==> config.mk <==
export PLATFORM = sky130hd
export DESIGN_NAME = placar_registrador_pontos
export DESIGN_NICKNAME = d
export VERILOG_FILES = /design/src/rtl/placar_registrador_pontos.sv
export SDC_FILE = /design/constraint.sdc
export NUM_CORES = 1
export LEC_CHECK = 0
export CAP_MARGIN = 20
export CORE_MARGIN = 1
export CORE_UTILIZATION = 45
export CTS_BUF_LIST = sky130_fd_sc_hd__clkbuf_16
export DETAILED_ROUTE_END_ITERATION = 8
export PLACE_DENSITY = 0.68
export SLEW_MARGIN = 25
export SYNTH_ARGS = -nofsm -noshare
export SYNTH_HDL_FRONTEND = slang
export SYNTH_SLANG_ARGS = --single-unit
export TNS_END_PERCENT = 100
==> constraint.sdc <==
create_clock -name clk -period 4.2 [get_ports clk]
set_clock_uncertainty 0.15 [all_clocks]
set_input_delay 1.26 -clock clk [delete_from_list [all_inputs] [get_ports clk]]
set_output_delay 1.26 -clock clk [all_outputs]
set_load 0.03 [all_outputs]
==> src/rtl/placar_registrador_pontos.sv <==
// Scoreboard front end: synchronises and debounces the A/B/C point buttons and
// applies one signed point event per press to the selected team's stored score.
module placar_registrador_pontos #(
  parameter int DEBOUNCE_CYCLES = 4,
  parameter int MAX_PONTOS      = 99,
  parameter int BUZZ_CYCLES     = 8
) (
  input  logic       clk,
  input  logic       reset,
  input  logic       A,
  input  logic       B,
  input  logic       C,
  input  logic       ChaveNegativaPositiva,
  input  logic       MudarTime,
  input  logic       ZerarPlacar,
  output logic [6:0] Placar0,
  output logic [6:0] Placar1,
  output logic       PontoAplicado,
  output logic       Busina
);

  localparam int DW = (DEBOUNCE_CYCLES > 1) ? $clog2(DEBOUNCE_CYCLES + 1) : 1;
  localparam int BW = $clog2(BUZZ_CYCLES + 1);
  localparam logic [DW-1:0] DEB_LAST  = DW'(DEBOUNCE_CYCLES - 1);
  localparam logic [BW-1:0] BUZZ_INIT = BW'(BUZZ_CYCLES);
  localparam logic [7:0]    MAX8      = 8'(MAX_PONTOS);
  localparam logic [6:0]    MAX7      = 7'(MAX_PONTOS);

  typedef enum logic [1:0] {
    ST_IDLE,
    ST_APPLY,
    ST_WAIT_RELEASE
  } state_t;

  logic [2:0]    btn_raw;
  logic [2:0]    sync1_q, sync1_d, sync2_q, sync2_d;
  logic [2:0]    deb_q, deb_d, deb_prev_q, deb_prev_d;
  logic [DW-1:0] cnt_q [3];
  logic [DW-1:0] cnt_d [3];
  logic [2:0]    press;
  logic [1:0]    pts_sel;

  state_t        state_q, state_d;
  logic [1:0]    pts_q, pts_d;
  logic          sub_q, sub_d;
  logic          team_q, team_d;
  logic [6:0]    placar0_q, placar0_d, placar1_q, placar1_d;
  logic          pa_q, pa_d;
  logic [BW-1:0] buzz_q, buzz_d;

  logic [6:0]    cur_score;
  logic [7:0]    sum;
  logic [6:0]    new_score;
  logic          illegal;

  assign btn_raw = {C, B, A};

  // Debounce: a level change is accepted only after DEBOUNCE_CYCLES
  // consecutive samples that disagree with the current debounced level.
  always_comb begin
    sync1_d    = btn_raw;
    sync2_d    = sync1_q;
    deb_prev_d = deb_q;
    for (int i = 0; i < 3; i++) begin
      deb_d[i] = deb_q[i];
      cnt_d[i] = '0;
      if (sync2_q[i] != deb_q[i]) begin
        if (cnt_q[i] == DEB_LAST) begin
          deb_d[i] = sync2_q[i];
        end else begin
          cnt_d[i] = cnt_q[i] + 1'b1;
        end
      end
    end
  end

  assign press = deb_q & ~deb_prev_q;

  always_comb begin
    if (press[2])      pts_sel = 2'd3;
    else if (press[1]) pts_sel = 2'd2;
    else               pts_sel = 2'd1;
  end

  // Score arithmetic for the captured event, evaluated against the stored score.
  always_comb begin
    cur_score = team_q ? placar1_q : placar0_q;
    sum       = {1'b0, cur_score} + {6'b0, pts_q};
    new_score = cur_score;
    illegal   = 1'b0;
    if (!sub_q) begin
      if (sum > MAX8) begin
        new_score = MAX7;
        illegal   = 1'b1;
      end else begin
        new_score = sum[6:0];
      end
    end else if ({5'b0, pts_q} > cur_score) begin
      illegal = 1'b1;
    end else begin
      new_score = cur_score - {5'b0, pts_q};
    end
  end

  always_comb begin
    state_d   = state_q;
    pts_d     = pts_q;
    sub_d     = sub_q;
    team_d    = team_q;
    placar0_d = placar0_q;
    placar1_d = placar1_q;
    pa_d      = 1'b0;
    buzz_d    = (buzz_q != '0) ? buzz_q - 1'b1 : '0;

    case (state_q)
      ST_IDLE: begin
        if (|press) begin
          pts_d   = pts_sel;
          sub_d   = ChaveNegativaPositiva;
          team_d  = MudarTime;
          state_d = ST_APPLY;
        end
      end
      ST_APPLY: begin
        if (team_q) placar1_d = new_score;
        else        placar0_d = new_score;
        pa_d = (new_score != cur_score);
        if (illegal) buzz_d = BUZZ_INIT;
        state_d = ST_WAIT_RELEASE;
      end
      ST_WAIT_RELEASE: begin
        if (deb_q == 3'b000) state_d = ST_IDLE;
      end
      default: state_d = ST_IDLE;
    endcase

    // Clear beats any pending update; the buzzer keeps running.
    if (ZerarPlacar) begin
      placar0_d = '0;
      placar1_d = '0;
      pa_d      = 1'b0;
    end
  end

  always_ff @(posedge clk) begin
    if (reset) begin
      sync1_q    <= '0;
      sync2_q    <= '0;
      deb_q      <= '0;
      deb_prev_q <= '0;
      for (int i = 0; i < 3; i++) cnt_q[i] <= '0;
      state_q    <= ST_IDLE;
      pts_q      <= '0;
      sub_q      <= 1'b0;
      team_q     <= 1'b0;
      placar0_q  <= '0;
      placar1_q  <= '0;
      pa_q       <= 1'b0;
      buzz_q     <= '0;
    end else begin
      sync1_q    <= sync1_d;
      sync2_q    <= sync2_d;
      deb_q      <= deb_d;
      deb_prev_q <= deb_prev_d;
      for (int i = 0; i < 3; i++) cnt_q[i] <= cnt_d[i];
      state_q    <= state_d;
      pts_q      <= pts_d;
      sub_q      <= sub_d;
      team_q     <= team_d;
      placar0_q  <= placar0_d;
      placar1_q  <= placar1_d;
      pa_q       <= pa_d;
      buzz_q     <= buzz_d;
    end
  end

  assign Placar0       = placar0_q;
  assign Placar1       = placar1_q;
  assign PontoAplicado = pa_q;
  assign Busina        = (buzz_q != '0);

endmodule

==> flow_metrics.env <==
export IMPL_drt_iter0_markers=117
export IMPL_grt_pass1_wl_um=8650
export IMPL_worstSetupEndpointType="flip-flop"
export IMPL_synth_area_leaders="dfxtp_1 38%, nor2_1 6.0%, mux2i_1 5.3%, ha_1 5.1%, nand2_1 4.0%"
export IMPL_grt_max_degree=24
export IMPL_slew_violations=0
export IMPL_synth_top_area_share_pct=37.5
export IMPL_dominantRegCellSynth="dfxtp_1"
export IMPL_synth_most_common_cell="dfxtp_1"
export IMPL_fp_dieH_um=75.9
export IMPL_antenna_found_initial=0
export IMPL_die_width_um=75.9
export IMPL_min_delay_start="cnt_q[0][0]$_SDFF_PP0_"
export IMPL_required_ns=4.25
export IMPL_cts_made_buffers=5
export IMPL_hp_class="reg -> reg"
export IMPL_status="complete, no violations"
export IMPL_r2r_end="Placar0[3]$_SDFFE_PP0P_"
export IMPL_drtPass1Iterations=4
export IMPL_power_uw=842
export IMPL_rsz0062_at_grt="no"
export IMPL_synth_distinct_cells=53
export IMPL_max_vdd_ir_drop_uv=252
export IMPL_power_density_nw_per_um2=292
export IMPL_gr_usage_all_layers_pct=20.5
export IMPL_tightest_slew_ns=0.711
export IMPL_max_stage_delay_ns=0.51
export IMPL_grt_overflow_total=0
export IMPL_max_slew_margin_rel_pct=51.2
export IMPL_cts_root_buffer="clkbuf_16"
export IMPL_final_area_um2=2880
export IMPL_cp_cell_sequence="mux2i_1 -> inv_1 -> fa_1 -> nand4b_1 -> a22oi_1 -> and4_1 -> a211oi_2 -> nor2_1 -> o31a_1 -> a211oi_1"
export IMPL_cts_hold_buf=0
export IMPL_syn_to_final_growth_pct=17.3
export IMPL_hold_viol=0
export IMPL_final_instance_count_excl_fill=376
export IMPL_crit_slowest_cell="fa_1"
export IMPL_tns_ns=0
export IMPL_drt_wirelength_per_cell_um=14.4
export IMPL_ctsResizeCount=0
export IMPL_cts_tree="done"
export IMPL_die_area_um2=5750
export IMPL_drt_total_wl_um=5400
export IMPL_cts_htree_levels=2
export IMPL_hold_worst_slack_ns=0.274
export IMPL_dp_hpwl_um=4120
export IMPL_drive_gt1_share_pct=7.19
export IMPL_synthArstFlopShare_pct=0
export IMPL_drtAntennaViolNets=0
export IMPL_netlist_area_um2=2450
export IMPL_clockBufferDepth=2
export IMPL_yosysWarnings=0
export IMPL_num_antenna_cells=0
export IMPL_start_util_pct=47.5
export IMPL_hold_depth=1
export IMPL_worstSetupPathType="reg -> reg"
export IMPL_max_freq_ghz=0.303
export IMPL_coreArea_um2=5170
export IMPL_vias=2051
export IMPL_drv_cap=0
export IMPL_start_kind="flip-flop"
export IMPL_finalCritPeriodShare_pct=78.7
export IMPL_crit_arrival_ns=3.36
export IMPL_path_clk_slew_ns=0.06
export IMPL_yosysTopAreaCell="dfxtp_1"
export IMPL_syn_area_per_cell_um2=8.64
export IMPL_seq_area_frac_synth_pct=37.5
export IMPL_p_leak_nw=1.02
export IMPL_reg2reg_depth=10
export IMPL_synth_seq_cells=46
export IMPL_fin_crit_ns=3.30
export IMPL_regToRegSetupSlack_ns=0.90
export IMPL_final_nets=325
export IMPL_synthTopCellsByCount="46 x dfxtp_1, 39 x nor2_1, 26 x nand2_1"
export IMPL_post_cts_buffers=0
export IMPL_synth_fp_nets=304
export IMPL_cts_sinks=46
export IMPL_clk_latency_ns=0.29
export IMPL_synthCells=284
export IMPL_io_buffers=23
export IMPL_reg2reg_from="team_q$_SDFFE_PP0P_"
export IMPL_synth_edf_count=0
export IMPL_crit_fanout=7
export IMPL_hold_end="cnt_q[0][0]$_SDFF_PP0_"
export IMPL_dpl_cell_count=368
export IMPL_place_area_um2=2740
export IMPL_ios=24
export IMPL_grt_pass1_vias=1805
export IMPL_drc=0
export IMPL_via_per_inst=5.45
export IMPL_num_rows=26
export IMPL_setup_violations=0
export IMPL_place_gp_congestion=0.932
==> per-stage QoR <==
step                      utilization (%)  setup slack [ns]
after CTS                            55.7             0.916
after global placement               52.9             0.941
after global routing                 55.7             0.640
after floorplan                         -             0.765
after detailed placement             52.9             0.953
final                                55.7             0.895
==> metal layers <==
layer	vias up	wire, um	share of wire [%]	track usage [%]
met1	939	2570	48	26.2
met4	0	116	2.1	8.02
met3	10	220	4.1	4.10
met5	-	0	0	0
li1	1056	-	-	-
met2	46	2500	46	33.9
==> critical path: cells and delay by family (launching register included) <==
family | cells | cell delay, ns
compound gates | 4 | 1.08
fa+ha+maj | 1 | 0.51
buf+inv | 1 | 0.21
flops | 1 | 0.37
mux | 1 | 0.38
simple gates | 3 | 0.52
==> worst max-delay path by stage <==
stage | startpoint | endpoint | slack (ns) | cells past startpoint
floorplan | team_q$_SDFFE_PP0P_ | Placar0[3]$_SDFFE_PP0P_ | 0.77 | 13
global placement | team_q$_SDFFE_PP0P_ | Placar0[3]$_SDFFE_PP0P_ | 0.94 | 10
detailed placement | team_q$_SDFFE_PP0P_ | Placar0[3]$_SDFFE_PP0P_ | 0.95 | 10
CTS | team_q$_SDFFE_PP0P_ | Placar0[3]$_SDFFE_PP0P_ | 0.92 | 10
global route | team_q$_SDFFE_PP0P_ | PontoAplicado$_SDFF_PP0_ | 0.64 | 10
finish | team_q$_SDFFE_PP0P_ | Placar0[3]$_SDFFE_PP0P_ | 0.90 | 10
==> kinds of logic after synthesis <==
kind of cell / share of synthesized area (%)
muxes: 8.82
adders and majority gates: 6.73
buffers and inverters: 4.64
AOI/OAI and AO/OA: 17.8
DFF: 37.5
and+or+nand+nor: 22.7
xor gates and xnor gates: 1.78
==> layout make-up <==
cell class / count / area, um^2
Sequential cell: 46 / 921
Multi-Input combinational cell: 211 / 1420
Clock buffer: 5 / 125
Timing Repair Buffer: 26 / 253
Fill cell: 463 / 2290
Clock inverter: 3 / 17.5
Tap cell: 70 / 87.6
Inverter: 15 / 56.3
==> sequential cells by signal, indices dropped and copies added (netlist names), 2 cells and up <==
signal,flops
state_q,2
deb_prev_q,3
buzz_q,4
sync1_q,3
Placar0,7
Placar1,7
sync2_q,3
pts_q,2
cnt_q,9
deb_prev_d,3
==> power by group <==
| group | internal, mW | leakage [nW] | switching, mW | total [mW] |
|---|---|---|---|---|
| clock network | 0.218 | 0.0750 | 0.164 | 0.382 |
| logic | 0.0101 | 0.573 | 0.00845 | 0.0185 |
| registers | 0.440 | 0.372 | 0.00150 | 0.441 |
| total | 0.668 | 1.02 | 0.174 | 0.842 |
==> placed cells by master, fill, tap and decap left out, drive strengths merged, types with 3 or more instances in the layout <==
cell / synthesis / routed
a211oi: 12 / 12
a21oi: 12 / 12
a22oi: 4 / 4
a311oi: 3 / 3
and2: 3 / 3
buf: 3 / 3
clkbuf: 9 / 5
clkdlybuf4s50: 0 / 23
dfxtp: 46 / 46
ha: 10 / 10
inv: 15 / 16
mux2: 5 / 5
mux2i: 13 / 13
nand2: 26 / 26
nand2b: 3 / 3
nand3: 4 / 4
nor2: 39 / 39
nor2b: 12 / 12
nor3: 6 / 6
o21ai: 13 / 13
o311ai: 3 / 3
or3: 5 / 5
xnor2: 5 / 5
(Power assumes the default switching activity.)
